## src/rtl/iob_sync_fifo_ctrl_pkg.sv

```systemverilog
// iob_sync_fifo_ctrl_pkg: shared FIFO defaults (iob_fifo_defs) and depth helper
// No ports; imported by the interface, pointer and top files.
package iob_sync_fifo_ctrl_pkg;
  localparam int IOB_FIFO_DATA_W = 8;
  localparam int IOB_FIFO_ADDR_W = 5;
  function automatic int iob_fifo_depth(input int aw);
    return 1 << aw;
  endfunction
endpackage

```

## src/rtl/iob_sync_fifo_ctrl_if.sv

```systemverilog
// iob_sync_fifo_ctrl_if: push/pop/status bundle of the FIFO controller
// master: drives w_en/w_data/r_en and observes status; slave: the controller.
interface iob_sync_fifo_ctrl_if
  import iob_sync_fifo_ctrl_pkg::*;
#(
  parameter int DATA_W = IOB_FIFO_DATA_W,
  parameter int ADDR_W = IOB_FIFO_ADDR_W
);
  logic              w_en;
  logic [DATA_W-1:0] w_data;
  logic              full;
  logic              r_en;
  logic [DATA_W-1:0] r_data;
  logic              empty;
  logic [ADDR_W:0]   level;
  logic              overflow;
  logic              underflow;
  modport master (
    output w_en, w_data, r_en,
    input  full, r_data, empty, level, overflow, underflow
  );
  modport slave (
    input  w_en, w_data, r_en,
    output full, r_data, empty, level, overflow, underflow
  );
endinterface

```

## src/rtl/iob_fifo_ptr.sv

```systemverilog
// iob_fifo_ptr: wrapping ADDR_W-bit pointer, advances by one when en_i is high
// Ports: clk, rst (async, active-high), en_i increment enable, ptr_o pointer value.
module iob_fifo_ptr #(
  parameter int W = 5
) (
  input  logic         clk,
  input  logic         rst,
  input  logic         en_i,
  output logic [W-1:0] ptr_o
);
  logic [W-1:0] ptr_q, ptr_d;
  always_comb ptr_d = en_i ? ptr_q + 1'b1 : ptr_q;
  always_ff @(posedge clk or posedge rst)
    if (rst) ptr_q <= '0;
    else ptr_q <= ptr_d;
  assign ptr_o = ptr_q;
endmodule

```

## src/rtl/iob_sync_fifo_ctrl.sv

```systemverilog
// iob_sync_fifo_ctrl: synchronous FIFO controller driving an external 2-port RAM
// Ports: clk, rst (async, active-high); bus (slave) push/pop/status;
// ext_mem_w_* RAM write port, ext_mem_r_* RAM read port (1-cycle registered read).
// Macro IOB_FIFO_ERR_FLAGS_EN enables sticky overflow/underflow flags.
module iob_sync_fifo_ctrl
  import iob_sync_fifo_ctrl_pkg::*;
#(
  parameter int DATA_W = IOB_FIFO_DATA_W,
  parameter int ADDR_W = IOB_FIFO_ADDR_W
) (
  input  logic              clk,
  input  logic              rst,
  iob_sync_fifo_ctrl_if.slave bus,
  output logic              ext_mem_w_en,
  output logic [ADDR_W-1:0] ext_mem_w_addr,
  output logic [DATA_W-1:0] ext_mem_w_data,
  output logic              ext_mem_r_en,
  output logic [ADDR_W-1:0] ext_mem_r_addr,
  input  logic [DATA_W-1:0] ext_mem_r_data
);
  localparam logic [ADDR_W:0] DEPTH = (ADDR_W+1)'(iob_fifo_depth(ADDR_W));
  logic [ADDR_W:0]   level_q, level_d;
  logic [ADDR_W-1:0] w_ptr, r_ptr;
  logic              full, empty, push, pop;
  always_comb full = level_q == DEPTH;
  always_comb empty = level_q == '0;
  // rst gating keeps the RAM enables low for the whole reset pulse
  always_comb push = bus.w_en & ~full & ~rst;
  always_comb pop = bus.r_en & ~empty & ~rst;
  always_comb level_d = (push & ~pop) ? level_q + 1'b1 :
                        (pop & ~push) ? level_q - 1'b1 : level_q;
  always_ff @(posedge clk or posedge rst)
    if (rst) level_q <= '0;
    else level_q <= level_d;
  iob_fifo_ptr #(.W(ADDR_W)) u_w_ptr (.clk(clk), .rst(rst), .en_i(push), .ptr_o(w_ptr));
  iob_fifo_ptr #(.W(ADDR_W)) u_r_ptr (.clk(clk), .rst(rst), .en_i(pop), .ptr_o(r_ptr));
  assign ext_mem_w_en   = push;
  assign ext_mem_w_addr = w_ptr;
  assign ext_mem_w_data = bus.w_data;
  assign ext_mem_r_en   = pop;
  assign ext_mem_r_addr = r_ptr;
  assign bus.r_data     = ext_mem_r_data;
  assign bus.full       = full;
  assign bus.empty      = empty;
  assign bus.level      = level_q;
`ifdef IOB_FIFO_ERR_FLAGS_EN
  logic ovf_q, ovf_d, unf_q, unf_d;
  always_comb ovf_d = ovf_q | (bus.w_en & full);
  always_comb unf_d = unf_q | (bus.r_en & empty);
  always_ff @(posedge clk or posedge rst)
    if (rst) begin
      ovf_q <= 1'b0;
      unf_q <= 1'b0;
    end else begin
      ovf_q <= ovf_d;
      unf_q <= unf_d;
    end
  assign bus.overflow  = ovf_q;
  assign bus.underflow = unf_q;
`else
  assign bus.overflow  = 1'b0;
  assign bus.underflow = 1'b0;
`endif
endmodule

```

## src/flat_wrapper.sv

```systemverilog
// flat-port wrapper written by rule: the top's interface ports become plain ports
module iob_sync_fifo_ctrl_flat import iob_sync_fifo_ctrl_pkg::*;
#(
  parameter int DATA_W = IOB_FIFO_DATA_W,
  parameter int ADDR_W = IOB_FIFO_ADDR_W
)
  (clk, rst, ext_mem_w_en, ext_mem_w_addr, ext_mem_w_data, ext_mem_r_en, ext_mem_r_addr, ext_mem_r_data, bus_w_en, bus_w_data, bus_r_en, bus_full, bus_r_data, bus_empty, bus_level, bus_overflow, bus_underflow);
  iob_sync_fifo_ctrl_if #(.DATA_W(DATA_W), .ADDR_W(ADDR_W)) bus_i ();
  input  logic clk;
  input  logic rst;
  output logic ext_mem_w_en;
  output logic [ADDR_W-1:0] ext_mem_w_addr;
  output logic [DATA_W-1:0] ext_mem_w_data;
  output logic ext_mem_r_en;
  output logic [ADDR_W-1:0] ext_mem_r_addr;
  input  logic [DATA_W-1:0] ext_mem_r_data;
  input wire logic [$bits(bus_i.w_en)-1:0] bus_w_en;
  input wire logic [$bits(bus_i.w_data)-1:0] bus_w_data;
  input wire logic [$bits(bus_i.r_en)-1:0] bus_r_en;
  output wire logic [$bits(bus_i.full)-1:0] bus_full;
  output wire logic [$bits(bus_i.r_data)-1:0] bus_r_data;
  output wire logic [$bits(bus_i.empty)-1:0] bus_empty;
  output wire logic [$bits(bus_i.level)-1:0] bus_level;
  output wire logic [$bits(bus_i.overflow)-1:0] bus_overflow;
  output wire logic [$bits(bus_i.underflow)-1:0] bus_underflow;
  assign bus_i.w_en = bus_w_en;
  assign bus_i.w_data = bus_w_data;
  assign bus_i.r_en = bus_r_en;
  assign bus_full = bus_i.full;
  assign bus_r_data = bus_i.r_data;
  assign bus_empty = bus_i.empty;
  assign bus_level = bus_i.level;
  assign bus_overflow = bus_i.overflow;
  assign bus_underflow = bus_i.underflow;
  iob_sync_fifo_ctrl #(.DATA_W(DATA_W), .ADDR_W(ADDR_W)) u_core (.clk(clk), .rst(rst), .bus(bus_i), .ext_mem_w_en(ext_mem_w_en), .ext_mem_w_addr(ext_mem_w_addr), .ext_mem_w_data(ext_mem_w_data), .ext_mem_r_en(ext_mem_r_en), .ext_mem_r_addr(ext_mem_r_addr), .ext_mem_r_data(ext_mem_r_data));
endmodule
```

## config.mk

```make
export PLATFORM = sky130hd
export DESIGN_NAME = iob_sync_fifo_ctrl_flat
export DESIGN_NICKNAME = d
export VERILOG_FILES = /design/src/rtl/iob_sync_fifo_ctrl_pkg.sv /design/src/rtl/iob_sync_fifo_ctrl_if.sv /design/src/rtl/iob_fifo_ptr.sv /design/src/rtl/iob_sync_fifo_ctrl.sv /design/src/flat_wrapper.sv
export SDC_FILE = /design/constraint.sdc
export NUM_CORES = 1
export LEC_CHECK = 0
export BUFFER_PORTS_ARGS = -buffer_cell sky130_fd_sc_hd__buf_2
export CORE_MARGIN = 2
export CORE_UTILIZATION = 30
export CTS_CLUSTER_DIAMETER = 40
export CTS_CLUSTER_SIZE = 40
export DETAILED_ROUTE_END_ITERATION = 6
export SLEW_MARGIN = 20
export SYNTH_ARGS = -nofsm -noshare
export SYNTH_HDL_FRONTEND = slang
export SYNTH_SLANG_ARGS = --single-unit
```

## constraint.sdc

```tcl
create_clock -name clk -period 8.7 [get_ports clk]
set_input_delay 0.87 -clock clk [delete_from_list [all_inputs] [get_ports clk]]
set_output_delay 0.87 -clock clk [all_outputs]
set_load 0.05 [all_outputs]
```

==> results.cfg, run 1 <==
[routing]
wirelength_um = 1870
viasPerCell = 4.62
first_pass_iters = 4
post_drt_wl_per_cell_um = 11.8
drtAntennaViolNets = 0
vias = 730
route.detailed.drc = 0
drt_iter0_drc = 34

[synth]
syn_area_um2 = 1080
synth_cell_types = 34
ys_warn_count = 0
synth-seq-cells = 16
syn_inst = 104
syn_avg_cell_area_um2 = 10.4
ys_seq_area_share_pct = 36.9

[timing]
post-route-min-period_ns = 3.43
clock.fmax_mhz = 291
clock_skew_ns = 0.00363
hold_slack_ns = 0.467
worstMarginPinSlew_ns = 0.609
fin_ws_ns = 5.27
setup_viol = 0
rsz0062_at_grt = no
hold_violations = 0
fin_setup_tns_ns = 0
maxSlewViolCount = 0
slew_headroom_pct = 59.3
fin_crit_sh_pct = 39.5

[grt]
grt_overflow = 0
antenna_found_initial = 0
grt_usage_pct = 9.52
first_global_vias = 754
grt_max_degree = 18
grt_pass1_wl_um = 3160

[clock_tree]
post_cts_buffers = 0
clock-sinks = 16
holdBufCountCts = 0
cts-htree-levels = 1
cts.path.max_buffers = 2
cts.reportedPaths.clkPinSlew_ns = 0.09
cts.repair.resized = 0
cts_tree = yes
clk_latency_ns = 0.28
cts-root-buf = clkbuf_4
cts_inserted_buffers = 3

[layout]
fin_util_pct = 33.6
area_growth_pct = 5.77
layout.nets = 141
drive_gt1_share_pct = 30.4
antenna_cells = 0
final_cell_area_um2 = 1150
layout_common_cells = buf_2, dfrtp_1, xor2_1, ha_1
layout_commonest_cell = buf_2

[placement]
gp_congestion = 0.725
placed_area_um2 = 1110
io_buffers = 23
dpl_worst_slack_ns = 4.90
dp_hpwl_um = 1470

[die]
coreArea_um2 = 3420
die_w_um = 64.1
die_y_um = 64.1
ios = 58
die_area_um2 = 4110
start_util_pct = 31.8
row_count = 21

[power]
p_per_area_nw_per_um2 = 475
leakagePower_nw = 0.547
irDropWorstVdd_v = 0.0000743

[critical_path]
cp_cell_sequence = buf_2, inv_1, o311a_1, inv_1, ha_1, inv_1, ha_1, a211oi_1, or3b_2, nand4_1, a221o_1
crit_top_cell = inv_1
critical_path_class = in2reg
slowest_stage = inv_1
critPathBufInv = 4
worstPathArrival_ns = 3.61
crit_path_end_kind = flip-flop
crit_required_ns = 8.87
cp_max_fo = 17
cp-start-kind = input port
critPathTopFamily = compound AO/OA/AOI/OAI gates
cp_slowest_stage_delay_ns = 0.46

[status]
outcome = finished clean

[worst_hold_path]
hold_path.class = reg2reg

[run]
drv_cap = 0
[Yosys cell counts, drive strengths merged]
master,count,area (um^2)
or4,1,11.3
nand2,6,22.5
nor3,4,20.0
inv,6,22.5
a211oi,1,7.51
nor2b,2,12.5
clkbuf,1,3.75
nor2,1,3.75
a21o,1,8.76
xnor2,4,35.0
fa,1,20.0
a21oi,2,10.0
o21bai,1,7.51
buf,19,146
o31ai,1,7.51
a21boi,1,7.51
or3b,1,8.76
mux2i,1,10.0
o21ai,3,15.0
nor3b,4,46.3
conb,1,3.75
mux2,2,30.0
dfrtp,16,400
nand4,4,25.0
o311a,1,10.0
a221o,1,10.0
ha,7,87.6
nor4,1,6.26
o2111ai,1,8.76
xor2,7,61.3
o211ai,2,15.0
[cell families after synthesis]
family          Yosys count  synth area share (%)
compound gates           15                  9.92
flops                    16                  36.9
simple gates             24                  14.4
mux                       3                  3.69
xor+xnor                 11                  8.88
fa+ha+maj                 8                  9.92
other cells               1                 0.346
buf+inv                  26                  15.9
[metal layers]
metal	track usage, %	wire, um	up-vias
li1	-	-	360
met1	10.8	813	333
met2	16.3	857	23
met3	1.41	148	14
met4	6.65	48	0
met5	0	0	-
[registers in the layout (all words and copies together) (netlist names)]
name / flops
u_core.u_r_ptr.ptr_o: 5
u_core.u_w_ptr.ptr_o: 5
u_core.bus.level: 6
[metrics by stage]
step                      cells  power [mW]
final                       158       0.545
after global routing        158       0.584
after CTS                   158       0.551
after detailed placement    154       0.502
after global placement      154       0.498
after floorplan             105       0.448
[report_power, final]
part           switching [mW]  internal (mW)  leakage [nW]  total, mW
Clock                  0.0220         0.0254        0.0210     0.0475
Sequential             0.0484          0.113         0.192      0.161
Combinational           0.231          0.106         0.334      0.337
[worst register-to-register path: stages, from the launching register on]
cell and delay, ns:
dfrtp_1 0.46, or4_4 0.60, o311a_1 0.41, inv_1 0.09, ha_1 0.26, inv_1 0.13
ha_1 0.30, a211oi_1 0.41, or3b_2 0.20, nand4_1 0.09, a221o_1 0.26
[area by class of cell]
cell class / instances / area, um^2
Fill cell: 353 / 2270
Multi-Input combinational cell: 63 / 515
Sequential cell: 16 / 400
Timing Repair Buffer: 23 / 115
Tap cell: 46 / 57.6
Clock buffer: 4 / 36.3
Inverter: 6 / 22.5
[path summary, 6_finish.rpt]
path,from,end,slack [ns],cells after the start
min in group asynchronous,rst,u_core.u_w_ptr.ptr_o[4],0.69,2
setup / recovery,rst,u_core.bus.level[5],5.27,11
max in group asynchronous,rst,u_core.bus.level[2],7.61,2
hold / removal,u_core.u_w_ptr.ptr_o[4],u_core.u_w_ptr.ptr_o[4],0.47,1
setup reg to reg,u_core.bus.level[0],u_core.bus.level[5],5.38,10
hold reg to reg,u_core.u_w_ptr.ptr_o[4],u_core.u_w_ptr.ptr_o[4],0.47,1
Power figures use the tool's default switching activity.
==> inputs of run 2 (changes only) <==
Clock period 8.7 ns to 3.27 ns, I/O delays scaled along.
==> run 2 against run 1 <==
Compared with the run above: cell area grew 5.7%; die area is the same; non-clock buffer count grew 1; sequential share of layout area shrank 1.6 points; critical path type is now reg2reg; clock power grew to 2.7 times the previous value; critical endpoint unchanged; worst hold slack lost 0.35 ns; largest cell class unchanged; register-to-register slack lost 5.1 ns; clock skew shrank 0.00082 ns.
==> results.cfg, run 2 (synthesized netlist as in run 1, its figures left out) <==
[clock_tree]
cts.repair.resized = 0
cts-htree-levels = 1
cts-root-buf = clkbuf_4
cts_inserted_buffers = 3
cts.reportedPaths.clkPinSlew_ns = 0.09
clk_latency_ns = 0.28
holdBufCountCts = 0
post_cts_buffers = 0
cts.path.max_buffers = 2
cts_tree = yes
clock-sinks = 16

[placement]
placed_area_um2 = 1180
io_buffers = 23
dp_cells = 155
gp_congestion = 0.837
dp_hpwl_um = 1560

[routing]
vias = 755
first_pass_iters = 4
wirelength_um = 1990
drt_iter0_drc = 14
drtAntennaViolNets = 0
viasPerCell = 4.75
post_drt_wl_per_cell_um = 12.5
route.detailed.drc = 0

[timing]
hold_violations = 0
clock.fmax_mhz = 331
setup_viol = 0
rsz0062_at_grt = no
maxSlewViolCount = 0
fin_crit_sh_pct = 92.5
post-route-min-period_ns = 3.02
clock_skew_ns = 0.00281

[layout]
seq_area_um2 = 404
antenna_cells = 0
largest_register_ffs = 6
drive_gt1_share_pct = 38.1
multiInputGateArea_um2 = 567
area_growth_pct = 11.8
final_cell_area_um2 = 1210
layout_common_cells = buf_2, dfrtp_1, xor2_1, nand2_1, inv_1
fill_cells = 339
layout.nets = 142
instances_no_fill = 159
layout_commonest_cell = buf_2

[grt]
grt_overflow = 0
grt_usage_pct = 10.3
first_global_vias = 746
antenna_found_initial = 0
grt_max_degree = 17
grt_pass1_wl_um = 3310

[run]
drv_cap = 0

[critical_path]
crit_required_ns = 3.44
cp-start-kind = flip-flop
critPathLaunch = u_core.bus.level[2]
rr_startpoint = u_core.bus.level[2]
crit_path_end_kind = flip-flop
cp_cell_sequence = or4_4, o311a_1, inv_1, ha_4, inv_4, ha_4, o211ai_1, or3b_4, nand4_1, a221o_1
crit_top_cell = ha_4
cp_max_fo = 7
worstPathArrival_ns = 3.19
cp_slowest_stage_delay_ns = 0.58
critical_path_class = reg2reg
slowest_stage = or4_4

[die]
die_w_um = 64.1
coreArea_um2 = 3420
row_count = 21
start_util_pct = 31.8
die_y_um = 64.1
die_area_um2 = 4110
ios = 58

[power]
p_per_area_nw_per_um2 = 1250
irDropWorstVdd_v = 0.000210
leakagePower_nw = 0.554

[worst_hold_path]
hold_path.class = in2async

[status]
outcome = finished clean
==> run 2: cell count changes in the layout (fill, tap and decap cells not counted), sizes merged <==
cell,previous run,this run
buf,23,24
==> run 2: worst max-delay path: cells and delay by family (launching register included) <==
| family | cells | cell delay (ns) |
|---|---|---|
| compound gates | 3 | 0.99 |
| fa+ha+maj | 2 | 0.44 |
| buf+inv | 2 | 0.19 |
| flops | 1 | 0.45 |
| simple gates | 3 | 0.83 |
==> run 2: worst paths after layout <==
kind / endpoint / cells past startpoint / slack (ns)
setup / recovery: u_core.bus.level[5] / 10 / 0.25
hold / removal: u_core.u_r_ptr.ptr_o[1] / 3 / 0.12
setup reg to reg: u_core.bus.level[5] / 10 / 0.25
hold reg to reg: u_core.u_w_ptr.ptr_o[4] / 1 / 0.47
max in group asynchronous: u_core.bus.level[1] / 3 / 2.96
min in group clk: u_core.u_w_ptr.ptr_o[2] / 3 / 0.43
==> run 2: routing by layer <==
layer  vias up  GRT usage, %  part of all wire [%]
met5         -             0                     0
met4         0          8.51                   2.6
met3        12          1.94                   8.2
met2        28          17.3                    49
met1       354          11.1                    40
li1        361             -                     -
==> run 2: power breakdown <==
| group | internal, mW | switching [mW] | total [mW] |
|---|---|---|---|
| registers | 0.304 | 0.137 | 0.440 |
| logic | 0.319 | 0.630 | 0.948 |
| clock network | 0.0677 | 0.0598 | 0.128 |
==> run 2: layout make-up <==
class                           count  share of cell area [%]
Timing Repair Buffer               24                    10.1
Tap cell                           46                    4.75
Inverter                            6                    2.06
Clock buffer                        4                    2.99
Sequential cell                    16                    33.3
Multi-Input combinational cell     63                    46.7
==> run 2: through the flow <==
stage                     utilization [%]  hold slack (ns)  setup WS (ns)  TNS (ns)  total power [mW]
after floorplan                         -            0.249         -0.139    -0.139              1.24
after global placement               34.4            0.431          0.328         0              1.38
after detailed placement             34.4            0.430          0.252         0              1.40
after CTS                            35.5            0.112          0.258         0              1.53
after global routing                 35.5            0.122         0.0823         0              1.62
final                                35.5            0.116          0.246         0              1.52
